`src/rtl/cpu_defs.sv`:
```
// Shared definitions for the hardwired control unit: opcode values,
// sequencer state encoding, IR field positions and an opcode classifier.
package cpu_defs;

  localparam int unsigned OP_W = 5;

  localparam logic [OP_W-1:0] OP_ADD  = 5'b00011;
  localparam logic [OP_W-1:0] OP_SUB  = 5'b00100;
  localparam logic [OP_W-1:0] OP_AND  = 5'b00101;
  localparam logic [OP_W-1:0] OP_OR   = 5'b00110;
  localparam logic [OP_W-1:0] OP_SHR  = 5'b00111;
  localparam logic [OP_W-1:0] OP_SHRA = 5'b01000;
  localparam logic [OP_W-1:0] OP_SHL  = 5'b01001;
  localparam logic [OP_W-1:0] OP_ROR  = 5'b01010;
  localparam logic [OP_W-1:0] OP_ROL  = 5'b01011;
  localparam logic [OP_W-1:0] OP_MUL  = 5'b01111;
  localparam logic [OP_W-1:0] OP_DIV  = 5'b10000;
  localparam logic [OP_W-1:0] OP_NEG  = 5'b10001;
  localparam logic [OP_W-1:0] OP_NOT  = 5'b10010;
  localparam logic [OP_W-1:0] OP_NOP  = 5'b11010;
  localparam logic [OP_W-1:0] OP_HALT = 5'b11011;

  // IR field positions (LSB of each field; fields are contiguous upward)
  localparam int unsigned IR_OP_LSB = 27;
  localparam int unsigned IR_RA_LSB = 23;
  localparam int unsigned IR_RB_LSB = 19;
  localparam int unsigned IR_RC_LSB = 15;
  localparam int unsigned REG_W     = 4;

  typedef enum logic [3:0] {
    S_RESET,
    S_T0,
    S_T1,
    S_T2,
    S_T3,
    S_T4,
    S_T5,
    S_T6,
    S_HALT
  } state_e;

  typedef enum logic [2:0] {
    CL_NONE,
    CL_BINARY,
    CL_MULDIV,
    CL_UNARY,
    CL_HALT
  } op_class_e;

  function automatic op_class_e classify(input logic [OP_W-1:0] op);
    case (op)
      OP_ADD, OP_SUB, OP_AND, OP_OR, OP_SHR,
      OP_SHRA, OP_SHL, OP_ROR, OP_ROL: classify = CL_BINARY;
      OP_MUL, OP_DIV:                  classify = CL_MULDIV;
      OP_NEG, OP_NOT:                  classify = CL_UNARY;
      OP_HALT:                         classify = CL_HALT;
      default:                         classify = CL_NONE;
    endcase
  endfunction

endpackage

```
`src/rtl/control_sequencer_reg_select.sv`:
```
// Register-number to one-hot enable decoder.
// Ports: sel    - register number
//        en     - decode enable; when low the output is all zero
//        onehot - NUM_REGS-wide one-hot enable (bit index = register number)
module reg_select
  import cpu_defs::*;
#(
  parameter int unsigned NUM_REGS = 16
) (
  input  logic [REG_W-1:0]    sel,
  input  logic                en,
  output logic [NUM_REGS-1:0] onehot
);

  always_comb begin
    onehot = '0;
    for (int unsigned i = 0; i < NUM_REGS; i++) begin
      onehot[i] = en && (sel == REG_W'(i));
    end
  end

endmodule

```
`src/rtl/control_sequencer.sv`:
```
// Hardwired Moore control unit for the datapath: fetches via PC/MAR/MDR/IR,
// decodes IR in T3 and sequences ALU-class register transfers.
// Ports: Clock, clear (sync, active-low), IR, Mem_ready (T1 wait), Stop
//        (halt request sampled on every T0 entry), bus-drive and load
//        strobes, IncPC/Read, one-hot Rin/Rout, alu_op, Run.
module control_sequencer
  import cpu_defs::*;
#(
  parameter int unsigned NUM_REGS = 16,
  parameter int unsigned OPW      = 5
) (
  input  logic                Clock,
  input  logic                clear,
  input  logic [31:0]         IR,
  input  logic                Mem_ready,
  input  logic                Stop,
  output logic                PCout,
  output logic                Zhighout,
  output logic                Zlowout,
  output logic                MDRout,
  output logic                HIout,
  output logic                LOout,
  output logic                PCin,
  output logic                MARin,
  output logic                MDRin,
  output logic                IRin,
  output logic                Yin,
  output logic                Zin,
  output logic                HIin,
  output logic                LOin,
  output logic                IncPC,
  output logic                Read,
  output logic [NUM_REGS-1:0] Rin,
  output logic [NUM_REGS-1:0] Rout,
  output logic [OPW-1:0]      alu_op,
  output logic                Run
);

  state_e           state;
  logic [OPW-1:0]   op;
  logic [REG_W-1:0] ra, rb, rc;
  op_class_e        cls;
  state_e           after_instr;

  logic             rin_en, rout_en;
  logic [REG_W-1:0] rin_sel, rout_sel;

  // Low IR bits carry immediates the sequencer never looks at.
  logic unused_ir;
  assign unused_ir = ^IR[IR_RC_LSB-1:0];

  assign op  = IR[IR_OP_LSB +: OPW];
  assign ra  = IR[IR_RA_LSB +: REG_W];
  assign rb  = IR[IR_RB_LSB +: REG_W];
  assign rc  = IR[IR_RC_LSB +: REG_W];
  assign cls = classify(op[OP_W-1:0]);

  // Every return to T0 is a Stop sampling point.
  assign after_instr = Stop ? S_HALT : S_T0;

  always_ff @(posedge Clock) begin
    if (!clear) begin
      state <= S_RESET;
    end else begin
      case (state)
        S_RESET: state <= after_instr;
        S_T0:    state <= S_T1;
        S_T1:    state <= Mem_ready ? S_T2 : S_T1;
        S_T2:    state <= S_T3;
        S_T3:
          case (cls)
            CL_BINARY, CL_MULDIV, CL_UNARY: state <= S_T4;
            CL_HALT:                        state <= S_HALT;
            default:                        state <= after_instr;
          endcase
        S_T4:    state <= (cls == CL_UNARY) ? after_instr : S_T5;
        S_T5:    state <= (cls == CL_MULDIV) ? S_T6 : after_instr;
        S_T6:    state <= after_instr;
        S_HALT:  state <= S_HALT;
        default: state <= S_RESET;
      endcase
    end
  end

  // IR is loaded at the end of T2, so T3 onward is decoded from the live IR
  // rather than from a register stage that would see the previous value.
  always_comb begin
    PCout = 1'b0; Zhighout = 1'b0; Zlowout = 1'b0; MDRout = 1'b0;
    HIout = 1'b0; LOout = 1'b0; PCin = 1'b0; MARin = 1'b0;
    MDRin = 1'b0; IRin = 1'b0; Yin = 1'b0; Zin = 1'b0;
    HIin = 1'b0; LOin = 1'b0; IncPC = 1'b0; Read = 1'b0;
    alu_op = '0;
    rin_en = 1'b0; rin_sel = '0;
    rout_en = 1'b0; rout_sel = '0;
    Run = (state != S_RESET) && (state != S_HALT);
    case (state)
      S_T0: begin
        PCout = 1'b1; MARin = 1'b1; IncPC = 1'b1; PCin = 1'b1;
      end
      S_T1: begin
        Read = 1'b1; MDRin = 1'b1;
      end
      S_T2: begin
        MDRout = 1'b1; IRin = 1'b1;
      end
      S_T3:
        case (cls)
          CL_BINARY: begin rout_en = 1'b1; rout_sel = rb; Yin = 1'b1; end
          CL_MULDIV: begin rout_en = 1'b1; rout_sel = ra; Yin = 1'b1; end
          CL_UNARY: begin
            rout_en = 1'b1; rout_sel = rb; Zin = 1'b1; alu_op = op;
          end
          default: ;
        endcase
      S_T4:
        case (cls)
          CL_BINARY: begin
            rout_en = 1'b1; rout_sel = rc; Zin = 1'b1; alu_op = op;
          end
          CL_MULDIV: begin
            rout_en = 1'b1; rout_sel = rb; Zin = 1'b1; alu_op = op;
          end
          CL_UNARY: begin Zlowout = 1'b1; rin_en = 1'b1; rin_sel = ra; end
          default: ;
        endcase
      S_T5:
        case (cls)
          CL_BINARY: begin Zlowout = 1'b1; rin_en = 1'b1; rin_sel = ra; end
          CL_MULDIV: begin Zlowout = 1'b1; LOin = 1'b1; end
          default: ;
        endcase
      S_T6:
        if (cls == CL_MULDIV) begin
          Zhighout = 1'b1; HIin = 1'b1;
        end
      default: ;
    endcase
  end

  reg_select #(.NUM_REGS(NUM_REGS)) u_rin (
    .sel    (rin_sel),
    .en     (rin_en),
    .onehot (Rin)
  );

  reg_select #(.NUM_REGS(NUM_REGS)) u_rout (
    .sel    (rout_sel),
    .en     (rout_en),
    .onehot (Rout)
  );

endmodule

```
`config.mk`:
```
export PLATFORM = sky130hd
export DESIGN_NAME = control_sequencer
export DESIGN_NICKNAME = d
export VERILOG_FILES = /design/src/rtl/cpu_defs.sv /design/src/rtl/control_sequencer_reg_select.sv /design/src/rtl/control_sequencer.sv
export SDC_FILE = /design/constraint.sdc
export NUM_CORES = 1
export LEC_CHECK = 0
export BUFFER_PORTS_ARGS = -buffer_cell sky130_fd_sc_hd__buf_2
export CAP_MARGIN = 20
export CORE_UTILIZATION = 39
export DETAILED_ROUTE_END_ITERATION = 10
export MAX_ROUTING_LAYER = met4
export PLACE_DENSITY_LB_ADDON = 0.12
export SLEW_MARGIN = 20
export SYNTH_ARGS = -nofsm -noshare
export SYNTH_HDL_FRONTEND = slang
export SYNTH_HIERARCHICAL = 1
export SYNTH_SLANG_ARGS = --single-unit
```
`constraint.sdc`:
```
create_clock -name Clock -period 6.8 [get_ports Clock]
set_input_delay 1.7 -clock Clock [delete_from_list [all_inputs] [get_ports Clock]]
set_output_delay 1.7 -clock Clock [all_outputs]
set_load 0.03 [all_outputs]
```
==> out/qor.yml, run 1 <==
outcome:
  outcome: "complete, no violations"
setup_path:
  reg2regPathDepth: 5
  cp_data_required_time_ns: 5.10
  end_kind: "output port"
  r2r_setup_slack_ns: 4.82
  start_kind: "primary input"
  critPathKind: "primary input to output port"
  crit_fanout: 6
  arrival_ns: 4.04
  r2r-end: "state[0]"
  rr_startpoint: "state[2]"
floorplanning:
  fp.coreArea_sq_um: 2570
  io_pins: 90
  die_area_sq_um: 3040
  fp.dieH_microns: 55.2
  die_x_microns: 55.2
  rows: 18
  initial_utilization_pct: 42.9
drt:
  dr.pass1.iters: 4
  dr_wl_met3_microns: 196
  routed.top_layer: "met3"
  wire_per_inst_microns: 11.9
  route.met2.wl_microns: 1490
  vias: 1365
  wl_microns: 3050
  drt-met1-wl_microns: 1360
  ant_nets: 0
  first_iter_violations: 32
  viasPerCell: 5.35
  drc_errors: 0
placement:
  routabilityCongestion: 0.771
  portBuffers: 72
  dp.final_hpwl_microns: 2500
  placed_area_sq_um: 1410
logic_synthesis:
  yosysUniqueCellTypes: 50
  synthArstFlopShare_pct: 0
  seq_area_frac_synth_pct: 7.26
  synth-main-ff-cell: "dfxtp_1"
  netlist_area_sq_um: 1100
  synth-edff-count: 0
  yosys_warnings: 6
  synth_seq_cells: 4
  syn-mean-instance-area_sq_um: 6.80
  synth_cells: 162
timing:
  finalCriticalPeriod_ns: 5.74
  rsz0062_at_grt: "false"
  max_freq_mhz: 174
  fin_crit_sh_pct: 84.5
  setup_viol: 0
  worst_slew_pin_slew_ns: 0.615
  hold_viol_final: 0
  slew-limit-headroom_pct: 58.4
  worst_clock_skew_ns: 0.00676
  slew_viol_final: 0
  timing.setup.tns_ns: 0
pwr:
  p_clk_share_pct: 24.4
  peakVddDrop_v: 0.0000885
  p_sw_share_pct: 43.5
  p_int_mw: 0.0695
  power_density_nw_per_um2: 86.1
  seqPwrFrac_pct: 26.4
  switchingPower_mw: 0.0535
  pwr-share-comb_pct: 49.3
  fin_total_pwr_mw: 0.123
  p_leak_nw: 0.795
final_layout:
  nets: 265
  top_regs: "state (4)"
  postLayoutCellArea_sq_um: 1430
  final_common_cell: "buf_2"
  regMostFlops: "state"
  final_layout_size_suffix_gt1_share_pct: 40.9
  largest_reg_flops: 4
  antennaDiodeCount: 0
  final_cell_mix: "buf_2, nor2_1, nand2_1"
  areaGrowthSynthToFinish_pct: 29.6
cts:
  cts-buffers-inserted: 3
  hold_buffers: 0
  insertion_delay_ns: 0.24
  cts_setup_buffers: 0
  ctsRootBufferMaster: "clkbuf_4"
  postCtsResizedCells: 0
  cts_tree: "yes"
  clk_pin_slew_worst_paths_ns: 0.04
  cts.sinks: 4
  htreeDepth: 1
  clockBufferDepth: 2
global_route:
  grtUsageTotal_pct: 21.0
  grt_pass1_wl_microns: 4590
  first_global_vias: 1110
  grt_overflow_total: 0
  antenna_found_initial: 0
  grt_start_max_net_pins: 14
worst_hold_path:
  hold_class: "flop to flop"
  min_path_cells: 1
  min_from: "state[2]"
  hold_end: "state[1]"
flow_run:
  maxCapViolCount: 0
[cells in the mapped netlist (all sizes together) (2+ instances only)]
cell type	instances	area share, %
a21oi	2	0.91
a22o	8	6.8
and2	5	2.8
and3	6	4.0
and4b	2	1.8
buf	11	8.2
clkbuf	2	0.68
dfxtp	4	7.3
ha	2	2.3
inv	6	2.0
mux2i	5	4.5
nand2	13	4.4
nand2b	7	4.0
nand3	4	1.8
nand3b	4	2.7
nor2	31	11
nor3	14	7.7
nor3b	3	2.5
nor4b	2	1.6
o21ai	5	3.3
o31ai	2	1.8
or3	4	2.3
or3b	2	2.0
[kinds of logic after synthesis]
family                     after synthesis  share of synthesized area [%]
AOI/OAI and AO/OA                       28                           21.9
xor gates and xnor gates                 1                          0.795
adders and majority gates                2                           2.27
buffers and inverters                   19                           10.9
DFF                                      4                           7.26
muxes                                    5                           4.54
other                                    1                          0.340
and+or+nand+nor                        102                           52.0
[critical path: stages]
cell and delay, ns:
buf_2 0.11, ha_1 0.37, nor3b_1 0.21, nor3_2 0.49, mux2i_1 0.14, a22o_1 0.26
or3b_4 0.43, nor3_2 0.10, buf_2 0.21
[cell type report]
| cell class | instances | area (sq um) |
|---|---|---|
| fillers | 265 | 1140 |
| multi-input cells | 140 | 906 |
| repair buffers | 72 | 360 |
| flip-flops and latches | 4 | 80.1 |
| well taps | 30 | 37.5 |
| clock buffers | 3 | 22.5 |
| inverters | 6 | 22.5 |
[metal layers]
metal	vias up	track usage, %
met1	598	23.8
met2	60	39.4
met4	0	5.00
li1	707	-
met3	0	1.64
met5	-	-
[worst max-delay path by stage]
stage | end | from | depth (start not counted) | slack [ns]
final | Rout[0] | IR[27] | 9 | 1.06
after global routing | Rin[0] | IR[27] | 10 | 0.87
after CTS | Rout[0] | IR[27] | 9 | 1.05
after detailed placement | Rout[0] | IR[27] | 9 | 1.06
after global placement | Rout[0] | IR[27] | 9 | 1.08
after floorplan | Rin[4] | IR[27] | 7 | 1.18
[per-stage QoR]
stage | worst slack, ns | instances | hold WS, ns | utilization, %
floorplan | 1.18 | 163 | 0.618 | -
global placement | 1.08 | 252 | 0.661 | 54.8
detailed placement | 1.06 | 252 | 0.670 | 54.8
CTS | 1.05 | 255 | 0.675 | 55.7
global route | 0.866 | 255 | 0.706 | 55.7
finish | 1.06 | 255 | 0.684 | 55.7
[power by group through the flow]
stage          sequential [mW]  clock (mW)  combinational [mW]
3_3_place_gp            0.0328           0              0.0595
2_1_floorplan           0.0281           0              0.0530
4_1_cts                 0.0325      0.0305              0.0608
6_report                0.0324      0.0300              0.0606
5_1_grt                 0.0334      0.0327              0.0671
3_5_place_dp            0.0329           0              0.0606
(Power assumes the default switching activity.)
==> run 2, diff against run 1 <==
--- a/config.mk
+++ b/config.mk
@@ -5,9 +5,10 @@
 export SDC_FILE = /design/constraint.sdc
 export NUM_CORES = 1
 export LEC_CHECK = 0
+export ABC_AREA = 1
 export BUFFER_PORTS_ARGS = -buffer_cell sky130_fd_sc_hd__buf_2
 export CAP_MARGIN = 20
-export CORE_UTILIZATION = 39
+export CORE_UTILIZATION = 35
 export DETAILED_ROUTE_END_ITERATION = 10
 export MAX_ROUTING_LAYER = met4
 export PLACE_DENSITY_LB_ADDON = 0.12
==> constraint.sdc (replaced) <==
create_clock -name Clock -period 5.1 [get_ports Clock]
set_input_delay 1.275 -clock Clock [delete_from_list [all_inputs] [get_ports Clock]]
set_output_delay 1.275 -clock Clock [all_outputs]
set_load 0.03 [all_outputs]
==> out/qor.yml, run 2 <==
logic_synthesis:
  yosys_warnings: 6  # unchanged
  synth_top_area_share_pct: 19.3  # +8.7 points
  synth_common_cells: "nor2_1, nand2_1, inv_1"
  netlist_area_sq_um: 1070  # -3.0%
  yosysUniqueCellTypes: 24  # -52%
  synth_adder_area_share_pct: 2.34  # +0.069 points
  synth_top_family_by_area: "simple AND/OR/NAND/NOR gates"
  synth-simple-area-share_pct: 56.6  # +4.6 points
  synth_cells: 215  # +33%
  yosysMostFrequentCell: "nor2_1"
  synth_mux_area_share_pct: 0  # -4.5 points
  synth_top_cells_by_area: "nor2_1, nand2_1, inv_1, nand3_1, dfxtp_1"
  synth_compound_area_share_pct: 10.8  # -11 points
  synth_seq_cells: 4  # unchanged
  synth-main-ff-cell: "dfxtp_1"
  seq_area_frac_synth_pct: 7.49  # +0.22 points
  synth-edff-count: 0  # unchanged
  yosys.area_share.xor_xnor_pct: 0  # -0.79 points
  synth.largest_area_cell: "nor2_1"
  synthArstFlopShare_pct: 0  # unchanged
  syn-mean-instance-area_sq_um: 4.98  # -27%
pwr:
  p_leak_nw: 0.927  # +17%
  peakVddDrop_v: 0.0000698  # -21%
  power_density_nw_per_um2: 116  # +35%
  fin_total_pwr_mw: 0.165  # +34%
final_layout:
  largest_reg_flops: 4  # unchanged
  antennaDiodeCount: 0  # unchanged
  multi_input_area_sq_um: 753  # -17%
  final_common_cell: "buf_2"
  regMostFlops: "state"
  final_layout_size_suffix_gt1_share_pct: 33.3  # -7.6 points
  seq_area_sq_um: 80.1  # unchanged
  final_cell_mix: "buf_2, nor2_1, nand2_1"
  areaGrowthSynthToFinish_pct: 33.1
  top_regs: "state (4)"
  nets: 322  # +22%
  finalNonFillerCells: 313  # +23%
  postLayoutCellArea_sq_um: 1420  # -0.35%
  fillers: 325  # +23%
worst_hold_path:
  hold_class: "flop to flop"
placement:
  routabilityCongestion: 0.790  # +2.5%
  dp.cells: 310  # +23%
  dp.final_hpwl_microns: 2350  # -5.9%
  portBuffers: 72  # unchanged
  placed_area_sq_um: 1400  # -0.36%
drt:
  dr.pass1.iters: 8  # +4
  vias: 1402  # +2.7%
  ant_nets: 0  # unchanged
  wire_per_inst_microns: 9.14  # -24%
  wl_microns: 2860  # -6.1%
  first_iter_violations: 82  # +160%
  viasPerCell: 4.48  # -16%
  drc_errors: 6  # +6
outcome:
  violations: "design-rule violations"
  outcome: "finished with violations"
floorplanning:
  rows: 19  # +1
  fp.coreArea_sq_um: 2830  # +10%
  initial_utilization_pct: 37.8  # -5.1 points
  fp.dieH_microns: 57.3  # +3.8%
  die_x_microns: 57.3  # +3.8%
  die_area_sq_um: 3280  # +7.8%
  io_pins: 90  # unchanged
timing:
  hold_viol_final: 0  # unchanged
  rsz0062_at_grt: "false"
  setup_viol: 0  # unchanged
  timing.setup.tns_ns: 0  # unchanged
  max_freq_mhz: 219
  worst_clock_skew_ns: 0.00417  # -0.00259 ns
  slew_viol_final: 0  # unchanged
  finalCriticalPeriod_ns: 4.57
  fin_crit_sh_pct: 89.7
cts:
  cts_setup_buffers: 0  # unchanged
  cts.sinks: 4  # unchanged
  ctsRootBufferMaster: "clkbuf_4"
  cts_tree: "yes"
  insertion_delay_ns: 0.24  # about the same
  htreeDepth: 1  # unchanged
  cts-buffers-inserted: 3  # unchanged
  postCtsResizedCells: 0  # unchanged
  clk_pin_slew_worst_paths_ns: 0.04  # about the same
  hold_buffers: 0  # unchanged
  clockBufferDepth: 2  # unchanged
flow_run:
  maxCapViolCount: 0  # unchanged
global_route:
  grt_pass1_wl_microns: 5030  # +9.6%
  first_global_vias: 1195  # +7.7%
  antenna_found_initial: 0  # unchanged
  grt_overflow_total: 0  # unchanged
  grt_start_max_net_pins: 13  # -1
  grtUsageTotal_pct: 19.5  # -1.4 points
setup_path:
  crit_fanout: 12  # +6
  critPathKind: "primary input to output port"
  cp_data_required_time_ns: 3.83  # -1.27 ns
  arrival_ns: 3.30  # -0.74 ns
  end_kind: "output port"
  start_kind: "primary input"
[run 2: power by group]
part	leakage [nW]	total [mW]	internal (mW)	switching [mW]
sequential	0.0328	0.0382	0.0347	0.00352
combinational	0.881	0.0868	0.0277	0.0590
clock	0.0138	0.0402	0.0264	0.0138
[run 2: cells by family after synthesis]
kind of cell / count (synthesis)
simple gates: 136
buf+inv: 54
compound gates: 18
flops: 4
fa+ha+maj: 2
other cells: 1
[run 2: metrics by stage]
step | hold WS (ns) | setup slack (ns) | util (%)
global route | 0.881 | 0.162 | 50.3
floorplan | 0.738 | 0.814 | -
global placement | 0.806 | 0.490 | 49.5
CTS | 0.809 | 0.497 | 50.3
detailed placement | 0.802 | 0.511 | 49.5
finish | 0.806 | 0.527 | 50.3
[run 2: worst max-delay path, cell delays in order]
cell and delay [ns]:
buf_2 0.10, ha_1 0.16, inv_1 0.05, nor2_1 0.08, nand2_1 0.07, nand2_2 0.15, nand3_2 0.25, nand2_2 0.20
inv_1 0.07, o21ai_1 0.34, nand3_1 0.23, nor2_1 0.12, buf_2 0.21
[run 2: area by class of cell]
cell class / instances / share of cell area, %
Inverter: 45 / 11.9
Sequential cell: 4 / 5.62
Clock buffer: 3 / 1.58
Tap cell: 31 / 2.72
Multi-Input combinational cell: 158 / 52.9
Timing Repair Buffer: 72 / 25.3
[run 2: final timing paths]
path,start,to,slack [ns],cells after the start
setup / recovery,IR[28],Rout[6],0.53,13
hold / removal,state[0],state[0],0.81,5
setup reg to reg,state[2],state[2],3.68,6
hold reg to reg,state[0],state[0],0.81,5
[run 2: per-layer routing]
metal | up-vias | track usage, % | share of wire, %
li1 | 783 | - | -
met1 | 570 | 26.2 | 50
met2 | 47 | 30.4 | 44
met3 | 2 | 4.08 | 6.0
met4 | 0 | 3.83 | 0.14
met5 | - | - | 0
==> run 3, diff against run 2 <==
--- a/config.mk
+++ b/config.mk
@@ -8,7 +8,8 @@
 export ABC_AREA = 1
 export BUFFER_PORTS_ARGS = -buffer_cell sky130_fd_sc_hd__buf_2
 export CAP_MARGIN = 20
-export CORE_UTILIZATION = 35
+export CORE_UTILIZATION = 36
+export CTS_BUF_LIST = sky130_fd_sc_hd__clkbuf_8
 export DETAILED_ROUTE_END_ITERATION = 10
 export MAX_ROUTING_LAYER = met4
 export PLACE_DENSITY_LB_ADDON = 0.12
==> out/qor.yml, run 3 (synthesized netlist as in run 2, its figures left out) <==
outcome:
  outcome: "complete, no violations"
setup_path:
  end_kind: "output port"
  arrival_ns: 3.32  # +0.02 ns
  crit_fanout: 12  # unchanged
  cp_data_required_time_ns: 3.83  # about the same
  critPathKind: "primary input to output port"
  start_kind: "primary input"
floorplanning:
  die_x_microns: 56.5  # -1.4%
  fp.coreArea_sq_um: 2780  # -1.7%
  die_area_sq_um: 3190  # -2.7%
  io_pins: 90  # unchanged
  fp.dieH_microns: 56.5  # -1.4%
  initial_utilization_pct: 38.5  # +0.65 points
  rows: 19  # unchanged
cts:
  cts-buffers-inserted: 3  # unchanged
  htreeDepth: 1  # unchanged
  clk_pin_slew_worst_paths_ns: 0.03  # about the same
  cts_setup_buffers: 0  # unchanged
  ctsRootBufferMaster: "clkbuf_8"
  cts.sinks: 4  # unchanged
  cts_tree: "yes"
  postCtsResizedCells: 0  # unchanged
  hold_buffers: 0  # unchanged
  insertion_delay_ns: 0.22  # -0.02 ns
  clockBufferDepth: 2  # unchanged
final_layout:
  nets: 322  # unchanged
  finalNonFillerCells: 313  # unchanged
  final_cell_mix: "buf_2, nor2_1, nand2_1"
  top_regs: "state (4)"
  fillers: 334  # +2.8%
  areaGrowthSynthToFinish_pct: 34.9
  antennaDiodeCount: 0  # unchanged
  regMostFlops: "state"
  final_common_cell: "buf_2"
  final_layout_size_suffix_gt1_share_pct: 33.3  # unchanged
  largest_reg_flops: 4  # unchanged
drt:
  dr_wl_met3_microns: 137  # -20%
  dr.pass1.iters: 4  # -4
  route.met2.wl_microns: 1270  # +1.3%
  ant_nets: 0  # unchanged
  drc_errors: 0  # -6
  wl_microns: 2800  # -2.0%
  viasPerCell: 4.59  # +2.4%
  routed.top_layer: "met4"
  drt-met1-wl_microns: 1330  # -7.2%
  wire_per_inst_microns: 8.96  # -2.0%
  first_iter_violations: 26  # -68%
  vias: 1436  # +2.4%
timing:
  rsz0062_at_grt: "false"
  slew_viol_final: 0  # unchanged
  worst_clock_skew_ns: 0.00136  # -0.00281 ns
  finalCriticalPeriod_ns: 4.59  # +0.0208 ns
  setup_viol: 0  # unchanged
  timing.setup.tns_ns: 0  # unchanged
  setup_ws_ns: 0.506  # -0.0208 ns
  fin_crit_sh_pct: 90.1  # +0.41 points
  hold_viol_final: 0  # unchanged
  max_freq_mhz: 218  # -0.45%
pwr:
  pwr-share-comb_pct: 45.5  # -7.0 points
  fin_total_pwr_mw: 0.191  # +16%
  p_sw_share_pct: 41.1  # -5.1 points
  seqPwrFrac_pct: 19.9  # -3.2 points
  power_density_nw_per_um2: 133  # +14%
  p_leak_nw: 0.935  # +0.84%
  p_clk_share_pct: 34.5  # +10 points
  switchingPower_mw: 0.0787  # +3.0%
  p_int_mw: 0.113  # +27%
  peakVddDrop_v: 0.000143  # +110%
global_route:
  grtUsageTotal_pct: 18.8  # -0.79 points
  first_global_vias: 1174  # -1.8%
  grt_pass1_wl_microns: 4660  # -7.3%
  grt_overflow_total: 0  # unchanged
  antenna_found_initial: 0  # unchanged
  grt_start_max_net_pins: 13  # unchanged
placement:
  dp.final_hpwl_microns: 2360  # +0.34%
  routabilityCongestion: 0.806  # +2.0%
  dp.cells: 310  # unchanged
  dp_slack_ns: 0.492  # -0.0199 ns
  portBuffers: 72  # unchanged
flow_run:
  maxCapViolCount: 0  # unchanged
worst_hold_path:
  hold_class: "flop to flop"
run 3: changes by cell type in the layout (fill, tap and decap cells not counted):
cell      change
clkbuf_4      -3
clkbuf_8      +3
run 3: power by group through the flow:
| stage | Sequential [mW] | Combinational, mW | Clock (mW) |
|---|---|---|---|
| 2_1_floorplan | 0.0380 | 0.0701 | 0 |
| 4_1_cts | 0.0382 | 0.0878 | 0.0684 |
| 6_report | 0.0381 | 0.0872 | 0.0661 |
| 3_3_place_gp | 0.0386 | 0.0871 | 0 |
| 3_5_place_dp | 0.0386 | 0.0875 | 0 |
| 5_1_grt | 0.0385 | 0.0974 | 0.0714 |
run 3: final timing paths:
path | cells past startpoint | slack (ns) | endpoint | startpoint
max | 13 | 0.51 | Rout[6] | IR[27]
min | 5 | 0.78 | state[0] | state[0]
min reg2reg | 5 | 0.78 | state[0] | state[0]
max reg2reg | 7 | 3.69 | state[2] | state[3]
run 3: critical path: stages:
cell and delay, ns:
buf_2 0.10, ha_1 0.16, inv_1 0.05, nor2_1 0.08, nand2_1 0.07, nand2_2 0.15
nand3_2 0.25, nand2_2 0.20, inv_1 0.07, o21ai_1 0.34, nand3_1 0.23, nor2_1 0.13
buf_2 0.21
run 3: through the flow:
stage	utilization (%)	area (sq um)	hold slack [ns]
after global placement	50.4	1400	0.786
after CTS	51.9	1440	0.789
after detailed placement	50.4	1400	0.782
after global routing	51.9	1440	0.853
final	51.9	1440	0.781
after floorplan	-	1070	0.738
run 3: routing by layer:
layer,up-vias,GRT usage (%)
met5,-,-
met4,0,9.41
met3,7,3.00
met2,48,29.9
met1,597,22.8
li1,784,-
run 3: final cells by class:
cell class              count  area [sq um]  share of cell area, %
clock buffers               3          41.3                   2.86
multi-input cells         158           753                   52.2
well taps                  31          38.8                   2.69
inverters                  45           169                   11.7
repair buffers             72           360                   25.0
flip-flops and latches      4          80.1                   5.55
